<file path="src/rtl/code_sequence_lock_if.sv">
// Keypad-side bundle for code_sequence_lock: digit/strobe inputs from the debounced
// keys, plus the status outputs that feed the LED/HEX drivers.
interface code_sequence_lock_if #(
  parameter int DIGIT_W    = 4,
  parameter int NUM_DIGITS = 2,
  parameter int MAX_TRIES  = 3
);
  localparam int CW = $clog2(NUM_DIGITS + 1);
  localparam int TW = $clog2(MAX_TRIES + 1);

  logic [DIGIT_W-1:0] digit_in;
  logic               enter;
  logic               clear;
  logic               relock;
  logic               unlocked;
  logic               locked_out;
  logic               fail_pulse;
  logic [CW-1:0]      digit_count;
  logic [TW-1:0]      tries_left;

  modport master (
    output digit_in, enter, clear, relock,
    input  unlocked, locked_out, fail_pulse, digit_count, tries_left
  );

  modport slave (
    input  digit_in, enter, clear, relock,
    output unlocked, locked_out, fail_pulse, digit_count, tries_left
  );
endinterface

</file>
<file path="src/rtl/code_sequence_lock.sv">
// Sequential code lock: digits arrive one per enter pulse, are compared against CODE,
// and repeated failures trigger a timed lockout.
module code_sequence_lock #(
  parameter int                            DIGIT_W        = 4,
  parameter int                            NUM_DIGITS     = 2,
  parameter logic [DIGIT_W*NUM_DIGITS-1:0] CODE           = 8'h84,
  parameter int                            MAX_TRIES      = 3,
  parameter int                            LOCKOUT_CYCLES = 16
) (
  input logic                clk,
  input logic                reset_n,
  code_sequence_lock_if.slave bus
);
  localparam int CW    = $clog2(NUM_DIGITS + 1);
  localparam int TW    = $clog2(MAX_TRIES + 1);
  localparam int TMR_W = (LOCKOUT_CYCLES > 1) ? $clog2(LOCKOUT_CYCLES) : 1;

  localparam logic [CW-1:0]    LAST_IDX = CW'(NUM_DIGITS - 1);
  localparam logic [TW-1:0]    MAX_T    = TW'(MAX_TRIES);
  localparam logic [TMR_W-1:0] LOAD_T   = TMR_W'(LOCKOUT_CYCLES - 1);

  typedef enum logic [1:0] {IDLE, ENTRY, UNLOCKED, LOCKOUT} state_t;

  state_t             state;
  logic               mismatch;
  logic [TMR_W-1:0]   timer;
  logic [CW-1:0]      dcount;
  logic [TW-1:0]      tries;
  logic               unl;
  logic               lko;
  logic               fpl;

  logic [CW-1:0]      sel;
  logic [DIGIT_W-1:0] code_dig;
  logic               mm_next;
  logic               last;

  // In IDLE the incoming digit is always digit 0, so the same compare path covers
  // both the first digit and the NUM_DIGITS==1 case.
  always_comb begin
    sel      = (state == ENTRY) ? dcount : '0;
    code_dig = DIGIT_W'(CODE >> (int'(sel) * DIGIT_W));
    mm_next  = ((state == ENTRY) && mismatch) || (bus.digit_in != code_dig);
    last     = (sel == LAST_IDX);
  end

  always_ff @(posedge clk or negedge reset_n) begin
    if (!reset_n) begin
      state    <= IDLE;
      mismatch <= 1'b0;
      timer    <= '0;
      dcount   <= '0;
      tries    <= MAX_T;
      unl      <= 1'b0;
      lko      <= 1'b0;
      fpl      <= 1'b0;
    end else begin
      fpl <= 1'b0;
      case (state)
        IDLE, ENTRY: begin
          if (bus.clear) begin
            state    <= IDLE;
            dcount   <= '0;
            mismatch <= 1'b0;
          end else if (bus.enter) begin
            if (!last) begin
              state    <= ENTRY;
              dcount   <= dcount + 1'b1;
              mismatch <= mm_next;
            end else begin
              dcount   <= '0;
              mismatch <= 1'b0;
              if (!mm_next) begin
                state <= UNLOCKED;
                unl   <= 1'b1;
                tries <= MAX_T;
              end else if (tries > TW'(1)) begin
                state <= IDLE;
                fpl   <= 1'b1;
                tries <= tries - 1'b1;
              end else begin
                state <= LOCKOUT;
                fpl   <= 1'b1;
                lko   <= 1'b1;
                timer <= LOAD_T;
                tries <= '0;
              end
            end
          end
        end
        UNLOCKED: begin
          if (bus.relock) begin
            state <= IDLE;
            unl   <= 1'b0;
          end
        end
        LOCKOUT: begin
          // Timer reaching zero still spends one cycle here, giving LOCKOUT_CYCLES high.
          if (timer == '0) begin
            state <= IDLE;
            lko   <= 1'b0;
            tries <= MAX_T;
          end else begin
            timer <= timer - 1'b1;
          end
        end
        default: state <= IDLE;
      endcase
    end
  end

  assign bus.unlocked    = unl;
  assign bus.locked_out  = lko;
  assign bus.fail_pulse  = fpl;
  assign bus.digit_count = dcount;
  assign bus.tries_left  = tries;
endmodule
</file>
<file path="src/flat_wrapper.sv">
// flat-port wrapper written by rule: the top's interface ports become plain ports
module code_sequence_lock_flat 
#(
  parameter int                            DIGIT_W        = 4,
  parameter int                            NUM_DIGITS     = 2,
  parameter logic [DIGIT_W*NUM_DIGITS-1:0] CODE           = 8'h84,
  parameter int                            MAX_TRIES      = 3,
  parameter int                            LOCKOUT_CYCLES = 16
)
  (clk, reset_n, bus_digit_in, bus_enter, bus_clear, bus_relock, bus_unlocked, bus_locked_out, bus_fail_pulse, bus_digit_count, bus_tries_left);
  code_sequence_lock_if #(.DIGIT_W(DIGIT_W), .NUM_DIGITS(NUM_DIGITS), .MAX_TRIES(MAX_TRIES)) bus_i ();
  input logic clk;
  input logic reset_n;
  input wire logic [$bits(bus_i.digit_in)-1:0] bus_digit_in;
  input wire logic [$bits(bus_i.enter)-1:0] bus_enter;
  input wire logic [$bits(bus_i.clear)-1:0] bus_clear;
  input wire logic [$bits(bus_i.relock)-1:0] bus_relock;
  output wire logic [$bits(bus_i.unlocked)-1:0] bus_unlocked;
  output wire logic [$bits(bus_i.locked_out)-1:0] bus_locked_out;
  output wire logic [$bits(bus_i.fail_pulse)-1:0] bus_fail_pulse;
  output wire logic [$bits(bus_i.digit_count)-1:0] bus_digit_count;
  output wire logic [$bits(bus_i.tries_left)-1:0] bus_tries_left;
  assign bus_i.digit_in = bus_digit_in;
  assign bus_i.enter = bus_enter;
  assign bus_i.clear = bus_clear;
  assign bus_i.relock = bus_relock;
  assign bus_unlocked = bus_i.unlocked;
  assign bus_locked_out = bus_i.locked_out;
  assign bus_fail_pulse = bus_i.fail_pulse;
  assign bus_digit_count = bus_i.digit_count;
  assign bus_tries_left = bus_i.tries_left;
  code_sequence_lock #(.DIGIT_W(DIGIT_W), .NUM_DIGITS(NUM_DIGITS), .CODE(CODE), .MAX_TRIES(MAX_TRIES), .LOCKOUT_CYCLES(LOCKOUT_CYCLES)) u_core (.clk(clk), .reset_n(reset_n), .bus(bus_i));
endmodule
</file>
<file path="config.mk">
export PLATFORM = sky130hd
export DESIGN_NAME = code_sequence_lock_flat
export DESIGN_NICKNAME = d
export VERILOG_FILES = /design/src/rtl/code_sequence_lock_if.sv /design/src/rtl/code_sequence_lock.sv /design/src/flat_wrapper.sv
export SDC_FILE = /design/constraint.sdc
export NUM_CORES = 1
export LEC_CHECK = 0
export BUFFER_PORTS_ARGS = -buffer_cell sky130_fd_sc_hd__buf_4
export CAP_MARGIN = 0
export CELL_PAD_IN_SITES_DETAIL_PLACEMENT = 1
export CELL_PAD_IN_SITES_GLOBAL_PLACEMENT = 2
export CORE_MARGIN = 4
export CORE_UTILIZATION = 32
export CTS_BUF_LIST = sky130_fd_sc_hd__clkbuf_16
export DETAILED_ROUTE_END_ITERATION = 8
export GPL_TIMING_DRIVEN = 1
export PLACE_DENSITY_LB_ADDON = 0.1
export SLEW_MARGIN = 25
export SYNTH_ARGS = -nofsm -noshare
export SYNTH_HDL_FRONTEND = slang
export SYNTH_SLANG_ARGS = --single-unit
export TNS_END_PERCENT = 100
</file>
<file path="constraint.sdc">
create_clock -name clk -period 1.8 [get_ports clk]
set_input_delay 0.18 -clock clk [delete_from_list [all_inputs] [get_ports clk]]
set_output_delay 0.18 -clock clk [all_outputs]
set_load 0.01 [all_outputs]
</file>
; Yosys cells after proc, flatten, opt, wreduce, memory -nomap -nowiden
; Index checks and enable logic that the tools add are counted.
[word_totals]
regBits = 14
output_inout_bits = 7
elab_cells = 89
[classes]
add_sub_neg = 3
order_cmp = 1
eq_ne = 15
shifts = 1
mux = 47
n_reduce_logical = 14
[ops]
columns = op, count
row1 = $mux W2, 17
row2 = $mux W4, 6
row3 = $mux W1, 19
row4 = $reduce_and A7 Y1, 2
row5 = $ne A2 B2 Y1 const B, 6
row6 = $pmux W4 S2, 1
row7 = $shr A8 B4 Y4 const A, 1
row8 = $ne A2 B1 Y1 const B, 3
row9 = $pmux W2 S3, 1
row10 = $reduce_and A6 Y1, 1
row11 = $reduce_bool A2 Y1, 3
row12 = $reduce_and A5 Y1, 1
row13 = $eq A2 B1 Y1 const B, 2
row14 = $eq A2 B2 Y1 const B, 2
row15 = $logic_not A4 Y1, 1
row16 = $ne A4 B4 Y1, 1
row17 = $pmux W1 S2, 2
row18 = $pmux W2 S2, 1
row19 = $sub A4 B1 Y4 const B, 1
row20 = $ne A3 B3 Y1 const B, 1
row21 = $reduce_and A3 Y1, 1
row22 = $add A2 B1 Y2 const B, 1
row23 = $gt A2 B1 Y1 const B, 1
row24 = $logic_not A2 Y1, 1
row25 = other kinds (5), 5

; Logic depth before layout (Yosys ltp)
; Gate-level depths: netlist of run 1.
[depth]
depth_word = 10
mapped_depth = 6

; Worst setup path after synthesis of run 1
; OpenSTA, ideal clock, no wires.
[synth_path]
path_kind = register to register
startpoint = reg u_core.dcount[1], in the netlist u_core.bus.digit_count[1]
endpoint = reg u_core.tries[1], in the netlist u_core.bus.tries_left[1]
setup_ns = 0.089
t_arrival_ns = 1.434
path_slack_ns = 0.278
stages_incl_launch_ff = 6
path_buffers = 1
period_less_slack_ns = 1.522
path_cell_list = dfrtp_1 -> nand2b_2 -> or4_4 -> buf_6 -> o21ai_1 -> o211ai_1
[synth_between]
elab_chain_cells = 9
word_cells_on_any_way = 12
classes_between = eq/ne (3) / shift (1) / mux (6) / reduce/logical (2)
[synth_lines]
columns = element, line_no
row1 = start: declaration, code_sequence_lock.sv:27  ; logic [CW-1:0] dcount;
row2 = start signal: assignment, code_sequence_lock.sv:68  ; dcount <= dcount + 1'b1;
row3 = $mux W2 *, code_sequence_lock.sv:41  ; sel = (state == ENTRY) ? dcount : '0;
row4 = $shr A8 B4 Y4, code_sequence_lock.sv:42  ; code_dig = DIGIT_W'(CODE >> (int'(sel) * DIGIT_W));
row5 = $ne A4 B4 Y1, code_sequence_lock.sv:43  ; mm_next = ((state == ENTRY) && mismatch) || (bus.digit_in != code_dig);
row6 = $logic_or A1 B1 Y1, code_sequence_lock.sv:43
row7 = $mux W2, code_sequence_lock.sv:73  ; if (!mm_next) begin
row8 = $mux W2, code_sequence_lock.sv:66  ; if (!last) begin
row9 = $mux W2, code_sequence_lock.sv:65  ; end else if (bus.enter) begin
row10 = $mux W2, code_sequence_lock.sv:61  ; if (bus.clear) begin
row11 = $pmux W2 S2, code_sequence_lock.sv:59  ; case (state)
row12 = end signal: assignment, code_sequence_lock.sv:80  ; tries <= tries - 1'b1;
row13 = end: declaration, code_sequence_lock.sv:28  ; logic [TW-1:0] tries;
; Mark *: on every way between the ends. The rest lies on a longest branch, timed or not. The select of a mux whose other input is x is not followed.
; A chain may end at the register's enable or synchronous reset.

; Worst setup path in the final report of run 1
[layout_path]
startpoint = reg u_core.state[1]
endpoint = reg u_core.timer[0]
[layout_between]
elab_chain_cells = 7
word_cells_on_any_way = 19
classes_between = eq/ne (10) / shift (1) / mux (2) / reduce/logical (6)
[layout_lines]
columns = element, line_no
row1 = start: declaration, code_sequence_lock.sv:24  ; state_t state;
row2 = start signal: assignment, code_sequence_lock.sv:49  ; state <= IDLE;
row3 = start signal: assignment, code_sequence_lock.sv:62  ; state <= IDLE;
row4 = start signal: assignment, code_sequence_lock.sv:67  ; state <= ENTRY;
row5 = $eq A2 B1 Y1, "code_sequence_lock.sv:41, code_sequence_lock.sv:43, code_sequence_lock.sv:59"
row6 = $mux W2, code_sequence_lock.sv:41
row7 = $shr A8 B4 Y4, code_sequence_lock.sv:42
row8 = $ne A4 B4 Y1, code_sequence_lock.sv:43
row9 = $logic_or A1 B1 Y1, code_sequence_lock.sv:43
row10 = $ne A2 B1 Y1 (no line), --
row11 = $reduce_and A7 Y1 (no line), --
row12 = end signal: assignment, code_sequence_lock.sv:104  ; timer <= timer - 1'b1;
row13 = end: declaration, code_sequence_lock.sv:26  ; logic [TMR_W-1:0] timer;
; Parallel ways exist; a longest one is shown, timed or not.

==> run metrics, run 1 <==
Clock Skew=0.00321 ns; die area=3510 um2; Synth Register Bits=14; worst hold path depth=2; post-route insts no fill=140; Nets=about 120; P&R area growth vs syn=30.5%; Crit Path Max Fanout=7; clock buffer depth=2; largest net degree at the start of global routing=15; synth top area cells=dfrtp_1 36%, dfstp_2 6.3%, a21oi_1 3.6%; initial antenna violation count=0; Crit Path Category=flip-flop to flip-flop; post-DP HPWL=1760 um; DR iter-0 viols=9; CTS tree=built; Final setup viols=0; Num CTS Buffers=3; GRT met3 Usage=2.61%; GR Layer Usage met1=21.8%; GR Util All Layers=16.3%; layer carrying the most global-route usage=met2; GRT met2 Usage=about a quarter; share of the synthesized area in the top cell type=~36%; final max-slew violation count=0; Routed Wire Length=2440 um; # diodes=0; DRC viols=0; drt pass-1 iters=4; gp weighted congestion=0.745; # port buffers=15; synth warn=0; f_max=625 MHz; Starting Density=33.6%; first-pass GRT wire length=4270 um; Mapped Cells=89; worst skew pair latency=0.25 ns; largest area contributor in the netlist=dfrtp_1; Worst Path Required=1.91 ns; worst min path class=input pin to flip-flop; via count=778; Clk pin slew, worst setup/hold paths=0.05 ns; data arrival time of the critical path=1.71 ns; Pleak=~0.5 nW; Slew @ Worst Pin=roughly 0.43 ns; drt wl/cell=between 15 and 20 um; vias in the first global route=between 800 and 900; r2r startpoint=u_core.state[1]; crit path launch=u_core.state[1]; reg-to-reg endpoint=u_core.timer[0]; unrepaired setup endpoints after global routing=no; R2R depth=4; GR Overflow Total=0; Crit. End Element=flip-flop; Worst Hold Launch=bus_clear; Total Power=between 1 and 1.5 mW; relative slew slack=71.3%; routed vias/inst=5.56; cell with the most instances after synthesis=dfrtp_1; Reg2Reg Setup Slack=0.20 ns; final period utilization=slightly below 90%; post-layout min period=roughly 1.6 ns; Setup crit start kind=flip-flop; Mapped Area=841 um2; fill count=299; count of final hold-check violations=0; PwrDens=approximately 950 nW/um2; Die Y=approximately 60 um; Synth Net Count=99; # IOs=16; post-synthesis cell type count=41; synthesized area per cell=around 9.4 um2; postcts setup bufs=0; Top FF cell, synth=dfrtp_1; # rows=18; status=finished, final reports clean; core area=2500 um2; number of synthesized flops with an enable pin=0; Die X=59.3 um; sequential-to-total area share from yosys stat=between 40% and 50%; placed cell count=135; Sink Count=14; top post-synthesis cells by count=12 x dfrtp_1, 7 x inv_1, 6 x a21oi_1, 6 x nand2_1, 5 x o21ai_0; layout cells sized above 1=31.8%; Worst IR Drop VDD=0.000599 V; Root Driver=clkbuf_16; Async SR Flop Fraction=100%; # H-tree levels=1; Routed Antenna Nets=0; Worst Hold End=u_core.bus.digit_count[0]; setup_tns=0 ns; max cap viols=0
[report_power, final]
group | switching, mW | internal [mW] | total (mW)
logic | 0.106 | 0.0948 | 0.200
clock network | 0.145 | 0.295 | 0.440
registers | 0.0392 | 0.357 | 0.397
[worst max path at each step]
| stage | to | slack [ns] | cells past startpoint |
|---|---|---|---|
| after global placement | u_core.timer[1] | 0.13 | 6 |
| after detailed placement | u_core.timer[1] | 0.13 | 6 |
| after global routing | u_core.state[0] | 0.02 | 4 |
| after CTS | u_core.timer[1] | 0.12 | 6 |
| after floorplan | u_core.bus.tries_left[1] | 0.28 | 5 |
| final | u_core.timer[0] | 0.20 | 4 |
[state kept, by name, indices dropped and copies added, names as in the netlist]
name / count
u_core.state: 2
u_core.bus.locked_out: 1
u_core.bus.tries_left: 2
u_core.bus.fail_pulse: 1
u_core.mismatch: 1
u_core.timer: 4
u_core.bus.digit_count: 2
u_core.bus.unlocked: 1
[cells in the final DEF (no fill, tap or decap), types with 3 or more instances in the layout]
cell type	synthesis	routed
buf_4	0	19
dfrtp_1	12	12
inv_1	7	7
nand2_1	6	6
a21oi_1	6	6
o21ai_0	5	5
nand3_1	4	4
o31ai_1	4	4
nor2b_1	3	3
nor3_1	3	3
nor2_1	3	3
clkbuf_16	0	3
[layer usage]
metal,up-vias,part of all wire [%]
met4,0,0.86
met1,388,47
met3,2,4.0
met5,-,0
met2,15,48
li1,373,-
[critical path: stages (launching register included)]
cell and delay [ns]:
dfrtp_1 0.44, nor2b_1 0.25, o211ai_2 0.18, a221oi_2 0.44
o31ai_1 0.15
[through the flow]
step	setup WS (ns)	hold slack, ns	area, um2	utilization [%]
floorplan	0.278	-0.116	841	-
global placement	0.127	0.0484	1000	40.0
detailed placement	0.130	0.0469	1000	40.0
CTS	0.115	0.188	1090	43.5
global route	0.0239	0.221	1100	43.9
finish	0.199	0.186	1100	43.9
[cell type report]
class	count	area (um2)	share of cell area, %
clock buffer	3	75.1	6.84
clock inverter	1	3.75	0.342
inverter	7	26.3	2.39
multi-input combinational	65	449	40.9
sequential	14	353	32.2
tap	30	37.5	3.42
timing repair buffer	20	153	13.9
[repair_timing]
| item | in CTS | in global routing |
|---|---|---|
| endpoints found under the hold margin | 12 | 0 |
| setup endpoints to repair | 0 | 3 |
| hold buffers | 1 | 0 |
| gates resized for setup | 0 | 2 |
[cell families after synthesis]
family | share of synthesized area (%)
AO/OA/AOI/OAI | 26.8
adder cells (fa/ha/maj) | 1.49
flip-flops | 42.0
multiplexers | 1.19
buffers and inverters | 5.66
AND/OR/NAND/NOR | 21.9
XOR/XNOR | 1.04
(Power assumes the default switching activity.)
==> inputs of run 2 (changes only) <==
Settings changed: BUFFER_PORTS_ARGS -buffer_cell sky130_fd_sc_hd__buf_4 to -buffer_cell sky130_fd_sc_hd__clkbuf_2, REMOVE_ABC_BUFFERS set to 1.
==> run 2 against run 1 <==
  * Power shrank 2.7%
  * Register-to-register slack is essentially flat
  * Cell count grew 1.4%
==> run metrics, run 2 (synthesis gave the netlist of run 1 again) <==
status=finished, final reports clean; Multi-input gate area=449 um2 (unchanged); GR Util All Layers=15.7% (-0.52 points); most common cell after layout, fill and taps aside=clkbuf_2; drt wl/cell=16.7 um (-3.8%); Crit. End Element=flip-flop; pre-CTS setup slack=0.109 ns (-0.0205 ns); gp weighted congestion=0.734 (-1.5%); GR Overflow Total=0 (unchanged); Final WS setup=0.202 ns (+0.00256 ns); # H-tree levels=1 (unchanged); Starting Density=33.6% (unchanged); initial antenna violation count=0 (unchanged); count of final hold-check violations=0 (unchanged); Pleak=0.489 nW (+0.10%); final max-slew violation count=0 (unchanged); drt pass-1 iters=4 (unchanged); worst skew pair latency=0.25 ns (about the same); Most flops, register=u_core.timer; final period utilization=88.8% (-0.14 points); routed vias/inst=5.61 (+0.87%); Die X=59.3 um (unchanged); PwrDens=939 nW/um2 (-0.66%); core area=2500 um2 (unchanged); layout cells sized above 1=33.0% (+1.2 points); Worst Path Required=1.92 ns (about the same); post-layout min period=1.60 ns (-0.00256 ns); # port buffers=15 (unchanged); most frequent cells in the layout=15 x clkbuf_2, 12 x dfrtp_1, 7 x inv_1; Final setup viols=0 (unchanged); relative slew slack=75.7% (+4.4 points); Clk pin slew, worst setup/hold paths=0.05 ns (about the same); fill count=297 (-0.67%); Layout Utilization=43.0% (-0.90 points); clock buffer depth=2 (unchanged); worst min path class=input pin to flip-flop; first-pass GRT wire length=4050 um (-5.2%); Crit Path Max Fanout=5 (-2); Slew @ Worst Pin=0.361 ns (-0.0700 ns); die area=3510 um2 (unchanged); # diodes=0 (unchanged); # IOs=16 (unchanged); setup_tns=0 ns (unchanged); Crit Path Category=flip-flop to flip-flop; slowest stage cell on the critical path=dfrtp_1; Worst IR Drop VDD=0.000651 V (+8.7%); Crit path largest cell delay=0.42 ns (-0.02 ns); Nets=123 (+1.7%); # rows=18 (unchanged); Routed Antenna Nets=0 (unchanged); Cell Chain, Critical Path=and3b_2 > o211ai_2 > a22oi_1 > buf_4 > o311ai_1; Root Driver=clkbuf_16; flip-flop and latch area=353 um2 (unchanged); Routed Wire Length=2380 um (-2.5%); post-DP HPWL=1770 um (+0.22%); Largest register FFs=4 (unchanged); f_max=626 MHz (+0.16%); unrepaired setup endpoints after global routing=no; Die Y=59.3 um (unchanged); largest net degree at the start of global routing=15 (unchanged); Clock Skew=0.00225 ns (-0.000969 ns); P&R area growth vs syn=27.8%; CTS tree=built; vias in the first global route=855 (+0.23%); max cap viols=0 (unchanged); postcts setup bufs=0 (unchanged); Setup crit start kind=flip-flop; data arrival time of the critical path=1.72 ns (about the same); Sink Count=14 (unchanged); Num CTS Buffers=3 (unchanged); DR iter-0 viols=15 (+6); via count=796 (+2.3%); DRC viols=0 (unchanged)
==> run 2: path summary, 6_finish.rpt <==
check / startpoint / cells past startpoint / endpoint / slack, ns
worst max-delay path: u_core.bus.digit_count[0] / 5 / u_core.state[0] / 0.20
worst min-delay path: bus_clear / 2 / u_core.bus.digit_count[0] / 0.23
worst max register to register: u_core.bus.digit_count[0] / 5 / u_core.state[0] / 0.20
worst min register to register: u_core.bus.locked_out / 2 / u_core.bus.locked_out / 0.49
max in group asynchronous: reset_n / 2 / u_core.bus.tries_left[1] / 1.11
min in group asynchronous: reset_n / 2 / u_core.mismatch / 0.38
==> run 2: layout make-up <==
cell class / count / share of cell area (%)
Multi-Input combinational cell: 65 / 41.8
Sequential cell: 14 / 32.8
Timing Repair Buffer: 22 / 12.1
Clock buffer: 3 / 6.98
Tap cell: 30 / 3.49
Inverter: 7 / 2.44
Clock inverter: 1 / 0.349
==> run 2: per-stage QoR <==
stage	total power, mW	instance area [um2]	hold WS [ns]	instances
CTS	1.03	1070	0.227	142
finish	1.01	1070	0.234	142
floorplan	0.500	820	-0.116	86
detailed placement	0.583	977	0.113	137
global placement	0.572	977	0.118	137
global route	1.07	1070	0.253	142
==> run 2: worst max-delay path: cells and delay by family (launching register included) <==
family | cells | cell delay, ns
buffers and inverters | 1 | 0.17
and+or+nand+nor | 1 | 0.22
DFF | 1 | 0.42
AOI/OAI and AO/OA | 3 | 0.66
==> run 2: power breakdown <==
part           switching, mW  internal (mW)  total (mW)  leakage (nW)
registers             0.0405          0.358       0.398         0.184
logic                  0.101         0.0820       0.183         0.266
clock network          0.134          0.294       0.428        0.0385
==> run 2: metal layers <==
metal / part of all wire [%] / up-vias / wire length [um] / track usage [%]
li1: - / 378 / - / -
met1: 43 / 397 / 1030 / 18.6
met2: 50 / 14 / 1190 / 26.5
met3: 4.6 / 7 / 109 / 4.79
met4: 2.1 / 0 / 49 / 5.83
met5: 0 / - / 0 / 0
==> run 2: timing repair <==
item | in CTS | in global routing
endpoints found under the hold margin | 12 | 0
resized for setup | 0 | 2
endpoints found under the setup margin | 0 | 3
hold buffers | 1 | 0
==> inputs of run 3 (changes only) <==
Settings changed: ABC_AREA set to 1, CORE_UTILIZATION 32 to 31.
==> run 3 against run 2 <==
  * Clock skew is 0.0014 ns higher
  * Cell area is 7.9% higher
  * Largest power group is now combinational cells
  * Maximum frequency is 7.7% higher
  * Largest cell class unchanged
  * Critical path type unchanged
  * Cell count is 23% higher
==> run metrics, run 3 <==
Synth Area in Compound Gates=9.28% (-18 points); share of the synthesized area in the top cell type=31.4% (-4.3 points); Reg2Reg Setup Slack=0.32 ns (+0.11 ns); post-route insts no fill=175 (+23%); R2R depth=8 (+3); clock buffer depth=2 (unchanged); Routed Antenna Nets=0 (unchanged); r2r startpoint=u_core.state[1]; synth warn=0 (unchanged); # H-tree levels=1 (unchanged); final max-slew violation count=0 (unchanged); Slew @ Worst Pin=0.400 ns (+0.0394 ns); post-synthesis cell type count=25 (-39%); # diodes=0 (unchanged); top post-synthesis cells by count=34 x nand2_1, 13 x inv_1, 12 x dfrtp_1; CTS tree=built; first-pass GRT wire length=4030 um (-0.52%); Most flops, register=u_core.timer; die area=4040 um2 (+15%); Setup crit start kind=flip-flop; Root Driver=clkbuf_16; largest area contributor in the netlist=dfrtp_1; worst min path class=input pin to flip-flop; f_max=674 MHz (+7.7%); gp weighted congestion=0.748 (+1.9%); fill count=364 (+23%); count of final hold-check violations=0 (unchanged); Worst Hold Launch=bus_clear; # rows=19 (+1); Simple-Gate Fraction of Synth Area=42.9% (+21 points); largest net degree at the start of global routing=15 (unchanged); unrepaired setup endpoints after global routing=no; core area=2850 um2 (+14%); cell with the most instances after synthesis=nand2_1; sequential-to-total area share from yosys stat=36.9% (-5.1 points); number of synthesized flops with an enable pin=0 (unchanged); max cap viols=0 (unchanged); Clk pin slew, worst setup/hold paths=0.05 ns (about the same); Largest register FFs=4 (unchanged); post-DP HPWL=1820 um (+3.2%); Die Y=63.6 um (+7.3%); post-layout min period=1.48 ns (-0.114 ns); Worst Path Required=1.94 ns (+0.02 ns); Num CTS Buffers=3 (unchanged); drt pass-1 iters=6 (+2); GR Util All Layers=12.8% (-2.9 points); Synth Area in XOR/XNOR=0% (-1.0 points); # port buffers=15 (unchanged); Routed Wire Length=2290 um (-3.9%); post-synthesis mux area share=0% (-1.2 points); GR Overflow Total=0 (unchanged); initial antenna violation count=0 (unchanged); via count=843 (+5.9%); Crit Path Max Fanout=6 (+1); Nets=155 (+26%); combinational family with the most area after synthesis=simple AND/OR/NAND/NOR gates; Crit Path Category=flip-flop to flip-flop; worst skew pair latency=0.24 ns (about the same); layout cells sized above 1=34.7% (+1.7 points); worst hold path depth=2 (unchanged); Crit. End Element=flip-flop; Mapped Area=957 um2 (+14%); data arrival time of the critical path=1.62 ns (-0.10 ns); final period utilization=82.4% (-6.3 points); routed vias/inst=4.82 (-14%); P&R area growth vs syn=21.2%; vias in the first global route=854 (-0.12%); Pleak=0.604 nW (+24%); Sink Count=14 (unchanged); most common cell after layout, fill and taps aside=nand2_1; adder-cell share of the synthesized area=1.31% (-0.18 points); drt wl/cell=13.1 um (-22%); Worst Hold End=u_core.bus.digit_count[1]; DRC viols=0 (unchanged); synth top area cells=dfrtp_1 31%, nand2_1 13%, dfstp_2 5.5%; Final setup viols=0 (unchanged); Clock Skew=0.00361 ns (+0.00136 ns); postcts setup bufs=0 (unchanged); reg-to-reg endpoint=u_core.bus.locked_out; setup_tns=0 ns (unchanged); most frequent cells in the layout=34 x nand2_1, 15 x clkbuf_2, 13 x inv_1; Worst IR Drop VDD=0.000623 V (-4.3%); Starting Density=33.6% (-0.081 points); placed cell count=170 (+24%); synthesized area per cell=7.72 um2 (-18%); status=finished, final reports clean; # IOs=16 (unchanged); Top FF cell, synth=dfrtp_1; DR iter-0 viols=9 (-6); Die X=63.6 um (+7.3%); PwrDens=1330 nW/um2 (+42%); relative slew slack=73.3% (-2.4 points); Mapped Cells=124 (+39%); Async SR Flop Fraction=100% (unchanged); Synth Register Bits=14 (unchanged)
[run 3: through the flow]
stage | area [um2] | hold WS, ns | utilization, % | worst slack (ns) | power [mW]
after floorplan | 957 | -0.116 | - | 0.479 | 0.952
after global placement | 1070 | 0.120 | 37.5 | 0.330 | 1.12
after detailed placement | 1070 | 0.132 | 37.5 | 0.310 | 1.13
after CTS | 1160 | 0.160 | 40.7 | 0.302 | 1.58
after global routing | 1160 | 0.170 | 40.7 | 0.187 | 1.68
final | 1160 | 0.167 | 40.7 | 0.316 | 1.55
[run 3: cells by family after synthesis]
logic type / Yosys count
AND/OR/NAND/NOR: 70
buffers and inverters: 22
AO/OA/AOI/OAI: 17
flip-flops: 14
adder cells (fa/ha/maj): 1
[run 3: worst max-delay path by stage]
stage               slack (ns)                      start                     to
finish                    0.32            u_core.state[1]  u_core.bus.locked_out
global placement          0.33            u_core.state[1]  u_core.bus.locked_out
detailed placement        0.31            u_core.state[1]  u_core.bus.locked_out
CTS                       0.30            u_core.state[1]  u_core.bus.locked_out
floorplan                 0.48  u_core.bus.digit_count[1]  u_core.bus.locked_out
global route              0.19            u_core.state[1]  u_core.bus.locked_out
[run 3: worst max-delay path: stages (launching register included)]
cell,delay [ns]
dfrtp_1,0.47
nor2_4,0.25
nand2_4,0.14
nand2_2,0.11
nand3_2,0.10
clkinv_2,0.10
nand3_1,0.08
nand2_1,0.07
nand2_1,0.04
[run 3: power by group]
part,total [mW],internal (mW),switching [mW]
clock,0.427,0.294,0.133
sequential,0.543,0.442,0.101
combinational,0.578,0.204,0.375
[run 3: cell type report]
cell class	instances	area (um2)	share of cell area (%)
multi-input cells	88	512	44.1
flip-flops and latches	14	353	30.4
clock buffers	3	75.1	6.47
well taps	31	38.8	3.34
inverters	22	92.6	7.98
repair buffers	16	85.1	7.34
clock inverters	1	3.75	0.324
[run 3: layer usage]
layer	vias up	wire (um)	global-route usage, %
met4	0	17	3.23
li1	436	-	-
met2	11	1050	20.9
met5	-	0	0
met3	2	76	3.73
met1	394	1140	16.5
[run 3: what timing repair did]
| action | 4_1_cts | 5_1_grt |
|---|---|---|
| endpoints found under the hold margin | 12 | 0 |
| hold buffers | 1 | 0 |
| resized for setup | 0 | 0 |
